### config.mk
export PLATFORM = sky130hd
export DESIGN_NAME = mem_arbiter
export DESIGN_NICKNAME = d
export VERILOG_FILES = /design/src/rtl/mem_arbiter_pkg.sv /design/src/rtl/mem_arbiter.sv
export SDC_FILE = /design/constraint.sdc
export NUM_CORES = 1
export LEC_CHECK = 0
export BUFFER_PORTS_ARGS = -buffer_cell sky130_fd_sc_hd__buf_2
export CAP_MARGIN = 20
export CORE_AREA = 2 2 171 173
export CTS_BUF_LIST = sky130_fd_sc_hd__clkbuf_16
export DETAILED_ROUTE_END_ITERATION = 10
export DIE_AREA = 0 0 173 175
export GPL_ROUTABILITY_DRIVEN = 1
export PLACE_DENSITY_LB_ADDON = 0.08
export SYNTH_ARGS = -nofsm -noshare
export SYNTH_HDL_FRONTEND = slang
export SYNTH_SLANG_ARGS = --single-unit
### constraint.sdc
create_clock -name clk -period 5 [get_ports clk]
set_input_delay 0.5 -clock clk [delete_from_list [all_inputs] [get_ports clk]]
set_output_delay 0.5 -clock clk [all_outputs]
set_load 0.02 [all_outputs]
### src/rtl/mem_arbiter_pkg.sv
// Shared definitions for the memory-port arbiter.
//   state_e   : arbiter FSM states (IDLE, BUSY_IF, BUSY_LS, RESP)
//   MEM_BASE  : base address of the memory region served by the port
package mem_arbiter_pkg;

  typedef enum logic [1:0] {
    IDLE    = 2'd0,
    BUSY_IF = 2'd1,
    BUSY_LS = 2'd2,
    RESP    = 2'd3
  } state_e;

  localparam logic [31:0] MEM_BASE = 32'h8000_0000;

endpackage

### src/rtl/mem_arbiter.sv
// Two-requester arbiter for a single memory port.
//   clk, rst (sync, active-high)
//   if_*  : fetch read channel  (if_req/if_addr in, if_ready/if_rdata out)
//   ls_*  : LSU read/write channel (ls_req/ls_wen/ls_addr/ls_wdata/ls_wmask in,
//           ls_ready/ls_rdata out)
//   mem_* : memory port (mem_req + latched fields out, mem_rdata/mem_valid in)
//   err   : pulses with ready when the transaction timed out
// LSU has priority unless it has starved a pending fetch STARVE_MAX times in a
// row. A transaction with no mem_valid within TIMEOUT busy cycles completes
// with zero data and err.
module mem_arbiter
  import mem_arbiter_pkg::*;
#(
  parameter int unsigned STARVE_MAX = 4,
  parameter int unsigned TIMEOUT    = 255
) (
  input  logic        clk,
  input  logic        rst,
  input  logic        if_req,
  input  logic [31:0] if_addr,
  output logic        if_ready,
  output logic [63:0] if_rdata,
  input  logic        ls_req,
  input  logic        ls_wen,
  input  logic [31:0] ls_addr,
  input  logic [63:0] ls_wdata,
  input  logic [7:0]  ls_wmask,
  output logic        ls_ready,
  output logic [63:0] ls_rdata,
  output logic        mem_req,
  output logic [31:0] mem_addr,
  output logic        mem_wen,
  output logic [63:0] mem_wdata,
  output logic [7:0]  mem_wmask,
  input  logic [63:0] mem_rdata,
  input  logic        mem_valid,
  output logic        err
);

  localparam int unsigned SW = $clog2(STARVE_MAX + 1);
  localparam int unsigned TW = $clog2(TIMEOUT + 1);
  localparam logic [SW-1:0] STARVE_SAT = SW'(STARVE_MAX);
  localparam logic [TW-1:0] TMO_LAST   = TW'(TIMEOUT - 1);

  state_e        state_q, state_d;
  logic [SW-1:0] starve_q, starve_d;
  logic [TW-1:0] tmo_q, tmo_d;
  logic          mem_req_q, mem_req_d;
  logic [31:0]   mem_addr_q, mem_addr_d;
  logic          mem_wen_q, mem_wen_d;
  logic [63:0]   mem_wdata_q, mem_wdata_d;
  logic [7:0]    mem_wmask_q, mem_wmask_d;
  logic          if_ready_q, if_ready_d;
  logic [63:0]   if_rdata_q, if_rdata_d;
  logic          ls_ready_q, ls_ready_d;
  logic [63:0]   ls_rdata_q, ls_rdata_d;
  logic          err_q, err_d;
  logic          ls_wins;

  // LSU loses a simultaneous request only once the fetch has been starved
  // STARVE_MAX consecutive times.
  assign ls_wins = ls_req && !(if_req && (starve_q == STARVE_SAT));

  always_comb begin
    state_d     = state_q;
    starve_d    = starve_q;
    tmo_d       = tmo_q;
    mem_req_d   = mem_req_q;
    mem_addr_d  = mem_addr_q;
    mem_wen_d   = mem_wen_q;
    mem_wdata_d = mem_wdata_q;
    mem_wmask_d = mem_wmask_q;
    if_ready_d  = 1'b0;
    ls_ready_d  = 1'b0;
    err_d       = 1'b0;
    if_rdata_d  = if_rdata_q;
    ls_rdata_d  = ls_rdata_q;
    unique case (state_q)
      IDLE: begin
        if (ls_wins) begin
          state_d     = BUSY_LS;
          mem_req_d   = 1'b1;
          mem_addr_d  = ls_addr;
          mem_wen_d   = ls_wen;
          mem_wdata_d = ls_wdata;
          mem_wmask_d = ls_wmask;
          tmo_d       = '0;
          // ls_wins with if_req pending implies starve_q < STARVE_SAT,
          // so this increment cannot overflow the saturation point.
          if (if_req) starve_d = starve_q + SW'(1);
        end else if (if_req) begin
          state_d     = BUSY_IF;
          mem_req_d   = 1'b1;
          mem_addr_d  = if_addr;
          mem_wen_d   = 1'b0;
          mem_wdata_d = '0;
          mem_wmask_d = '0;
          tmo_d       = '0;
          starve_d    = '0;
        end
      end
      BUSY_IF, BUSY_LS: begin
        // tmo_q counts completed busy cycles; TMO_LAST marks the final one.
        if (mem_valid || (tmo_q == TMO_LAST)) begin
          state_d   = RESP;
          mem_req_d = 1'b0;
          tmo_d     = '0;
          err_d     = !mem_valid;
          if (state_q == BUSY_IF) begin
            if_ready_d = 1'b1;
            if_rdata_d = mem_valid ? mem_rdata : '0;
          end else begin
            ls_ready_d = 1'b1;
            ls_rdata_d = mem_valid ? mem_rdata : '0;
          end
        end else begin
          tmo_d = tmo_q + TW'(1);
        end
      end
      RESP: begin
        state_d    = IDLE;
        if_rdata_d = '0;
        ls_rdata_d = '0;
      end
      default: state_d = IDLE;
    endcase
  end

  always_ff @(posedge clk) begin
    if (rst) begin
      state_q     <= IDLE;
      starve_q    <= '0;
      tmo_q       <= '0;
      mem_req_q   <= 1'b0;
      mem_addr_q  <= '0;
      mem_wen_q   <= 1'b0;
      mem_wdata_q <= '0;
      mem_wmask_q <= '0;
      if_ready_q  <= 1'b0;
      if_rdata_q  <= '0;
      ls_ready_q  <= 1'b0;
      ls_rdata_q  <= '0;
      err_q       <= 1'b0;
    end else begin
      state_q     <= state_d;
      starve_q    <= starve_d;
      tmo_q       <= tmo_d;
      mem_req_q   <= mem_req_d;
      mem_addr_q  <= mem_addr_d;
      mem_wen_q   <= mem_wen_d;
      mem_wdata_q <= mem_wdata_d;
      mem_wmask_q <= mem_wmask_d;
      if_ready_q  <= if_ready_d;
      if_rdata_q  <= if_rdata_d;
      ls_ready_q  <= ls_ready_d;
      ls_rdata_q  <= ls_rdata_d;
      err_q       <= err_d;
    end
  end

  assign mem_req   = mem_req_q;
  assign mem_addr  = mem_addr_q;
  assign mem_wen   = mem_wen_q;
  assign mem_wdata = mem_wdata_q;
  assign mem_wmask = mem_wmask_q;
  assign if_ready  = if_ready_q;
  assign if_rdata  = if_rdata_q;
  assign ls_ready  = ls_ready_q;
  assign ls_rdata  = ls_rdata_q;
  assign err       = err_q;

endmodule

After elaboration in Yosys (flattened, before gate mapping)

Index checks and enable logic that the tools add are counted.

Add/sub/neg operators: 2
$mul: 0
Div/mod/pow operators: 0
Magnitude comparators: 0
Equality and inequality tests: 9
Shifts and indexed selects: 0
Mux-type cells: 31
Bitwise gates (word level): 2
Reduce and logical (&&, ||, !) cells: 18

Operator list:

| operator                                                        | number |
|---|---|
| 64-bit two-way mux                                              | 7 |
| 64-bit case mux with 2 select lines                             | 2 |
| 32-bit two-way mux                                              | 2 |
| 8-bit two-way mux                                               | 4 |
| 8-bit case mux with 2 select lines                              | 1 |
| 3-bit two-way mux                                               | 3 |
| 3-bit AND reduction                                             | 3 |
| 8-bit by 1-bit adder with 8-bit output, second input constant   | 1 |
| 8-bit == test, second input constant                            | 1 |
| 2-bit AND reduction                                             | 4 |
| 1-bit two-way mux                                               | 7 |
| 2-bit two-way mux                                               | 3 |
| 2-bit inequality test, second input constant                    | 3 |
| 2-bit case mux with 3 select lines                              | 1 |
| 2-bit nonzero test                                              | 3 |
| 2-bit == test, second input constant                            | 2 |
| 3-bit by 1-bit adder with 3-bit output, second input constant   | 1 |
| 3-bit == test, second input constant                            | 1 |
| 3-bit inequality test, second input constant                    | 1 |
| 3-bit OR reduction                                              | 1 |
| 2-bit by 1-bit == test with 1-bit output, second input constant | 1 |
| 1-bit logical AND                                               | 2 |
| 1-bit logical NOT                                               | 2 |
| 2-bit logical NOT                                               | 1 |
| other kinds (4)                                                 | 5 |

Flip-flop bits (word level): 250
Latch bits: 0
Memory bits (writable): 0
Bits in read-only memories: 0
Bits of input ports: 206
Word-level logic and storage cells: 75
Memories: 0

Depth between registers and ports, before layout

Depth in word-level cells: 6
Gate-level depth with buffers: 9
Depth with buffers taken out: 6

Least setup slack after synthesis

Ideal clock, no wire load.

Path type: reg2reg
Start: register state_q[0]
End: register ls_rdata_q[10] (netlist: ls_rdata[10])
Setup time: 0.061 ns
Arrival: 1.716 ns
Data required time: 4.939 ns
Path slack: 3.223 ns
Cell stages (with the launch flop): 9
Buffers on the path: 2
Path through: dfxtp_1 -> inv_1 -> ha_1 -> buf_2 -> nor2b_1 -> o21ai_2 -> a21oi_2 -> buf_2 -> a32o_1

Cells in the longest elaborated chain, start to end: 4

RTL lines:

| what                                                                         | RTL line                              | source |
|---|---|---|
| start, declared                                                              | mem_arbiter.sv:45                     | `state_e state_q, state_d;` |
| start signal, assigned                                                       | mem_arbiter.sv:145                    | `state_q <= state_d;` |
| 2-bit by 1-bit == test with 1-bit output or 2-bit == test (tied branches)    | mem_arbiter.sv:78, mem_arbiter.sv:109 |  |
| 2-bit OR reduction                                                           | mem_arbiter.sv:78                     | `unique case (state_q)` |
| 2-bit inequality test (no source line) or 2-bit nonzero test (tied branches) | -                                     |  |
| 3-bit AND reduction (no source line)                                         | -                                     |  |
| end signal, assigned                                                         | mem_arbiter.sv:156                    | `ls_rdata_q <= ls_rdata_d;` |
| end, declared                                                                | mem_arbiter.sv:56                     | `logic [63:0] ls_rdata_q, ls_rdata_d;` |

Several ways; a longest one is shown, not always the timed one.
A chain may end at the register's enable or synchronous reset.

Worst setup path in the final report

Start: register state_q[0]
End: register if_rdata_q[61] (netlist: if_rdata[61])

Cells in the longest elaborated chain, start to end: 4

RTL lines:

| what                                                                         | RTL line                              | source |
|---|---|---|
| 2-bit by 1-bit == test with 1-bit output or 2-bit == test (tied branches)    | mem_arbiter.sv:78, mem_arbiter.sv:109 |  |
| 2-bit OR reduction                                                           | mem_arbiter.sv:78                     |  |
| 2-bit inequality test (no source line) or 2-bit nonzero test (tied branches) | -                                     |  |
| 3-bit AND reduction (no source line)                                         | -                                     |  |
| end signal, assigned                                                         | mem_arbiter.sv:154                    | `if_rdata_q <= if_rdata_d;` |
| end, declared                                                                | mem_arbiter.sv:54                     | `logic [63:0] if_rdata_q, if_rdata_d;` |

Several ways; a longest one is shown, not always the timed one.

==> results_dict.tcl <==
set metrics [dict create \
    run_status "finished clean" \
    tritoncts.num_buffers 28 \
    vias 8575 \
    crit_path_top_delay_cell "ha_4" \
    cp_delay_by_family_top "buffers and inverters" \
    ioPinCount 443 \
    netlist_instances 906 \
    synth_top_area_share 0.562 \
    finalHoldViolCount 0 \
    switching_share 0.381 \
    power_per_cell_area_mw_per_mm2 541 \
    final.setup.tns_ps 0 \
    ys_dominant_reg_cell "dfxtp_1" \
    crit_required_ps 5460 \
    power_frac_comb 0.341 \
    final_core_utilization 0.430 \
    fraction_of_layout_cells_with_a_size_suffix_above_1 0.380 \
    rsz_0062_raised_after_global_routing "false" \
    timing.final.crit_period_ps 2620 \
    fillerInstances 2952 \
    initial_core_util 0.314 \
    drc_errors 0 \
    critPathMaxFanout 64 \
    synth_area_sq_mm 0.00890 \
    yosysWarnings 0 \
    setup_viol_count_final 0 \
    cts_max_path_buffers 3 \
    die_h_um 175 \
    setup.worst_path.end_class "register" \
    number_of_global_route_vias_before_repair 8225 \
    gp_congestion 0.791 \
    multi_input_comb_area_sq_mm 0.00349 \
    post-dp-hpwl_um 21000 \
    drt-total-wl_um 30700 \
    syn_nets 1119 \
    power.internal_mw 4.09 \
    ant_nets 0 \
    fmax_mhz 382 \
    post_synth_num_cell_types 38 \
    total_leakage_power_nw 5.54 \
    min_period_over_period 0.524 \
    finalClockSkew_ps 19.0 \
    tritoncts "built" \
    grt_antenna_before_repair 6 \
    vdd_drop_max_mv 0.341 \
    global_route.overflow_total 0 \
    die_width_um 173 \
    pin_count_of_the_biggest_net_entering_global_routing 80 \
    syn-mean-instance-area_sq_um 9.83 \
    clock-sinks 250 \
    regArea_sq_mm 0.00500 \
    synth_enable_flop_cells 0 \
    report.final.slew_viol_count 0 \
    final_cells 1709 \
    postSynthRegisterBits 250 \
    transition_time_at_the_pin_with_the_least_slew_margin_ps 915 \
    area_growth_pct 37.2 \
    cp_cell_sequence "inv_1 -> ha_4 -> nor2b_1 -> o21ai_2 -> a21oi_4 -> buf_4 -> a32o_1" \
    placement.io_buffers 442 \
    cts-htree-levels 1 \
    sequential_area_share_after_synthesis 0.562 \
    fraction_of_registers_with_async_set_or_reset_after_synthesis 0 \
    worst-setup-path-type "register to register" \
    netlist_top_cells_area "dfxtp_1 (56%), a32o_1 (15%), nand2_1 (6.0%)" \
    power_frac_seq 0.376 \
    post_cts_hold_buffer_count 0 \
    detail_route.iter0.violations 521 \
    relSlewSlack 0.390 \
    cts_setup_buffers 0 \
    post_drt_wl_per_cell_um 18.0 \
    fin_nets 1514 \
    detail_route.first_pass.iterations 6 \
    power.switching_mw 2.52 \
    post-place-cells 1653 \
    root_buffer "clkbuf_16" \
    floorplan.rows 62 \
    vias_per_cell 5.02 \
    critical_path.max_stage_delay_ps 670 \
    core-area_sq_mm 0.0284 \
    holdCritPathClass "input pin to register" \
    fraction_of_power_consumed_by_the_clock_network 0.283 \
    clock_latency_late_sink_ps 530 \
    total_global_route_track_usage 0.192 \
    maxCapViolations 0 \
    yosys.area.top_type "dfxtp_1" \
    wire_length_of_the_first_global_routing_pass_um 47000 \
    design.die.area_sq_mm 0.0303 \
    cts.reportedPaths.clkPinSlew_ps 60 \
    timing.critical_path.buf_inv 2 \
    ctsResizeCount 0 \
    critical_path_arrival_ps 3080 \
    critical_path.startpoint_type "register" \
]
per-layer routing:
| metal | up-vias | wire (um) | global-route usage |
|---|---|---|---|
| met3 | 57 | 2620 | 0.0594 |
| li1 | 4141 | - | - |
| met5 | - | 30 | 0 |
| met2 | 332 | 14800 | 0.326 |
| met4 | 4 | 895 | 0.0660 |
| met1 | 4041 | 12400 | 0.230 |
final timing paths:
check / from / endpoint / slack, ps / cells past startpoint
min reg2reg: mem_wdata[51] / mem_wdata[51] / 440 / 2
min: mem_valid / err / 180 / 2
max reg2reg: state_q[0] / if_rdata[61] / 2380 / 7
max: state_q[0] / if_rdata[61] / 2380 / 7
final cells by class:
class	count	area share
clock buffer	29	0.0594
clock inverter	21	0.00901
antenna	4	0.000819
timing repair buffer	456	0.193
inverter	11	0.00338
tap	384	0.0393
multi-input combinational	554	0.285
sequential	250	0.410
worst register-to-register path, delay by kind of cell, from the launching register on:
family | cells | cell delay (ps)
buffers and inverters | 2 | 700
AO/OA/AOI/OAI | 3 | 540
adder cells (fa/ha/maj) | 1 | 670
AND/OR/NAND/NOR | 1 | 280
flip-flops | 1 | 370
layout by cell type, fill, tap and decap left out, drive strengths merged:
| master | Yosys | routed |
|---|---|---|
| a21oi | 78 | 78 |
| xnor2 | 7 | 7 |
| mux2i | 1 | 1 |
| ha | 7 | 7 |
| nand2 | 143 | 143 |
| and2 | 1 | 1 |
| nor3 | 3 | 3 |
| clkbuf | 54 | 29 |
| a21o | 1 | 1 |
| nand4 | 3 | 3 |
| dfxtp | 250 | 250 |
| a32o | 129 | 129 |
| nor4 | 4 | 4 |
| nor2 | 17 | 17 |
| a211oi | 1 | 1 |
| o311a | 1 | 1 |
| buf | 37 | 456 |
| nand2b | 1 | 1 |
| inv | 11 | 21 |
| nor2b | 1 | 1 |
| nor3b | 2 | 2 |
| o32ai | 1 | 1 |
| o21bai | 1 | 1 |
| a31oi | 32 | 32 |
| o21ai | 40 | 40 |
| nand3 | 77 | 77 |
| or3 | 1 | 1 |
| bufinv | 0 | 1 |
| o211ai | 1 | 1 |
| o21a | 1 | 1 |
| clkinv | 0 | 10 |
| diode | 0 | 4 |
cells by family after synthesis:
| family | share of synthesized area |
|---|---|
| AO/OA/AOI/OAI | 0.241 |
| AND/OR/NAND/NOR | 0.127 |
| buffers and inverters | 0.0519 |
| multiplexers | 0.00112 |
| adder cells (fa/ha/maj) | 0.00984 |
| flip-flops | 0.562 |
| XOR/XNOR | 0.00689 |
cells in the mapped netlist (2+ instances only):
| library cell | instances |
|---|---|
| ha_1 | 7 |
| a32o_1 | 129 |
| a21oi_1 | 76 |
| buf_1 | 6 |
| nor2_1 | 16 |
| nand4_1 | 3 |
| o21ai_0 | 39 |
| a31oi_1 | 32 |
| nand3_1 | 77 |
| nand2_1 | 143 |
| buf_2 | 24 |
| a21oi_2 | 2 |
| nor3_1 | 3 |
| dfxtp_1 | 250 |
| inv_1 | 10 |
| nor4_1 | 2 |
| nor4_4 | 2 |
| xnor2_1 | 7 |
| buf_6 | 6 |
| clkbuf_1 | 54 |
through the flow:
step / area, sq um / worst slack [ps] / hold WS [ps] / power (mW)
4_1_cts: 12200 / 1900 / 150 / 6.69
3_3_place_gp: 11300 / 1950 / 435 / 4.79
2_1_floorplan: 8900 / 3220 / 449 / 4.01
5_1_grt: 12200 / 2190 / 159 / 6.99
6_report: 12200 / 2380 / 179 / 6.61
3_5_place_dp: 11300 / 1890 / 440 / 4.79
flip-flops by register name (all words and copies together) (netlist names):
name,flops
if_rdata,64
ls_rdata,64
mem_wdata,64
mem_addr,32
mem_wmask,8
tmo_q,8
starve_q,3
state_q,2
err,1
if_ready,1
ls_ready,1
mem_req,1
mem_wen,1
power by group through the flow:
stage / Clock (mW) / Combinational, mW / Sequential, mW
CTS: 1.94 / 2.26 / 2.49
global placement: 0 / 2.26 / 2.53
finish: 1.87 / 2.26 / 2.49
global route: 2.01 / 2.45 / 2.53
detailed placement: 0 / 2.26 / 2.53
floorplan: 0 / 1.12 / 2.89
No activity file was read; power rests on OpenSTA's default activity.
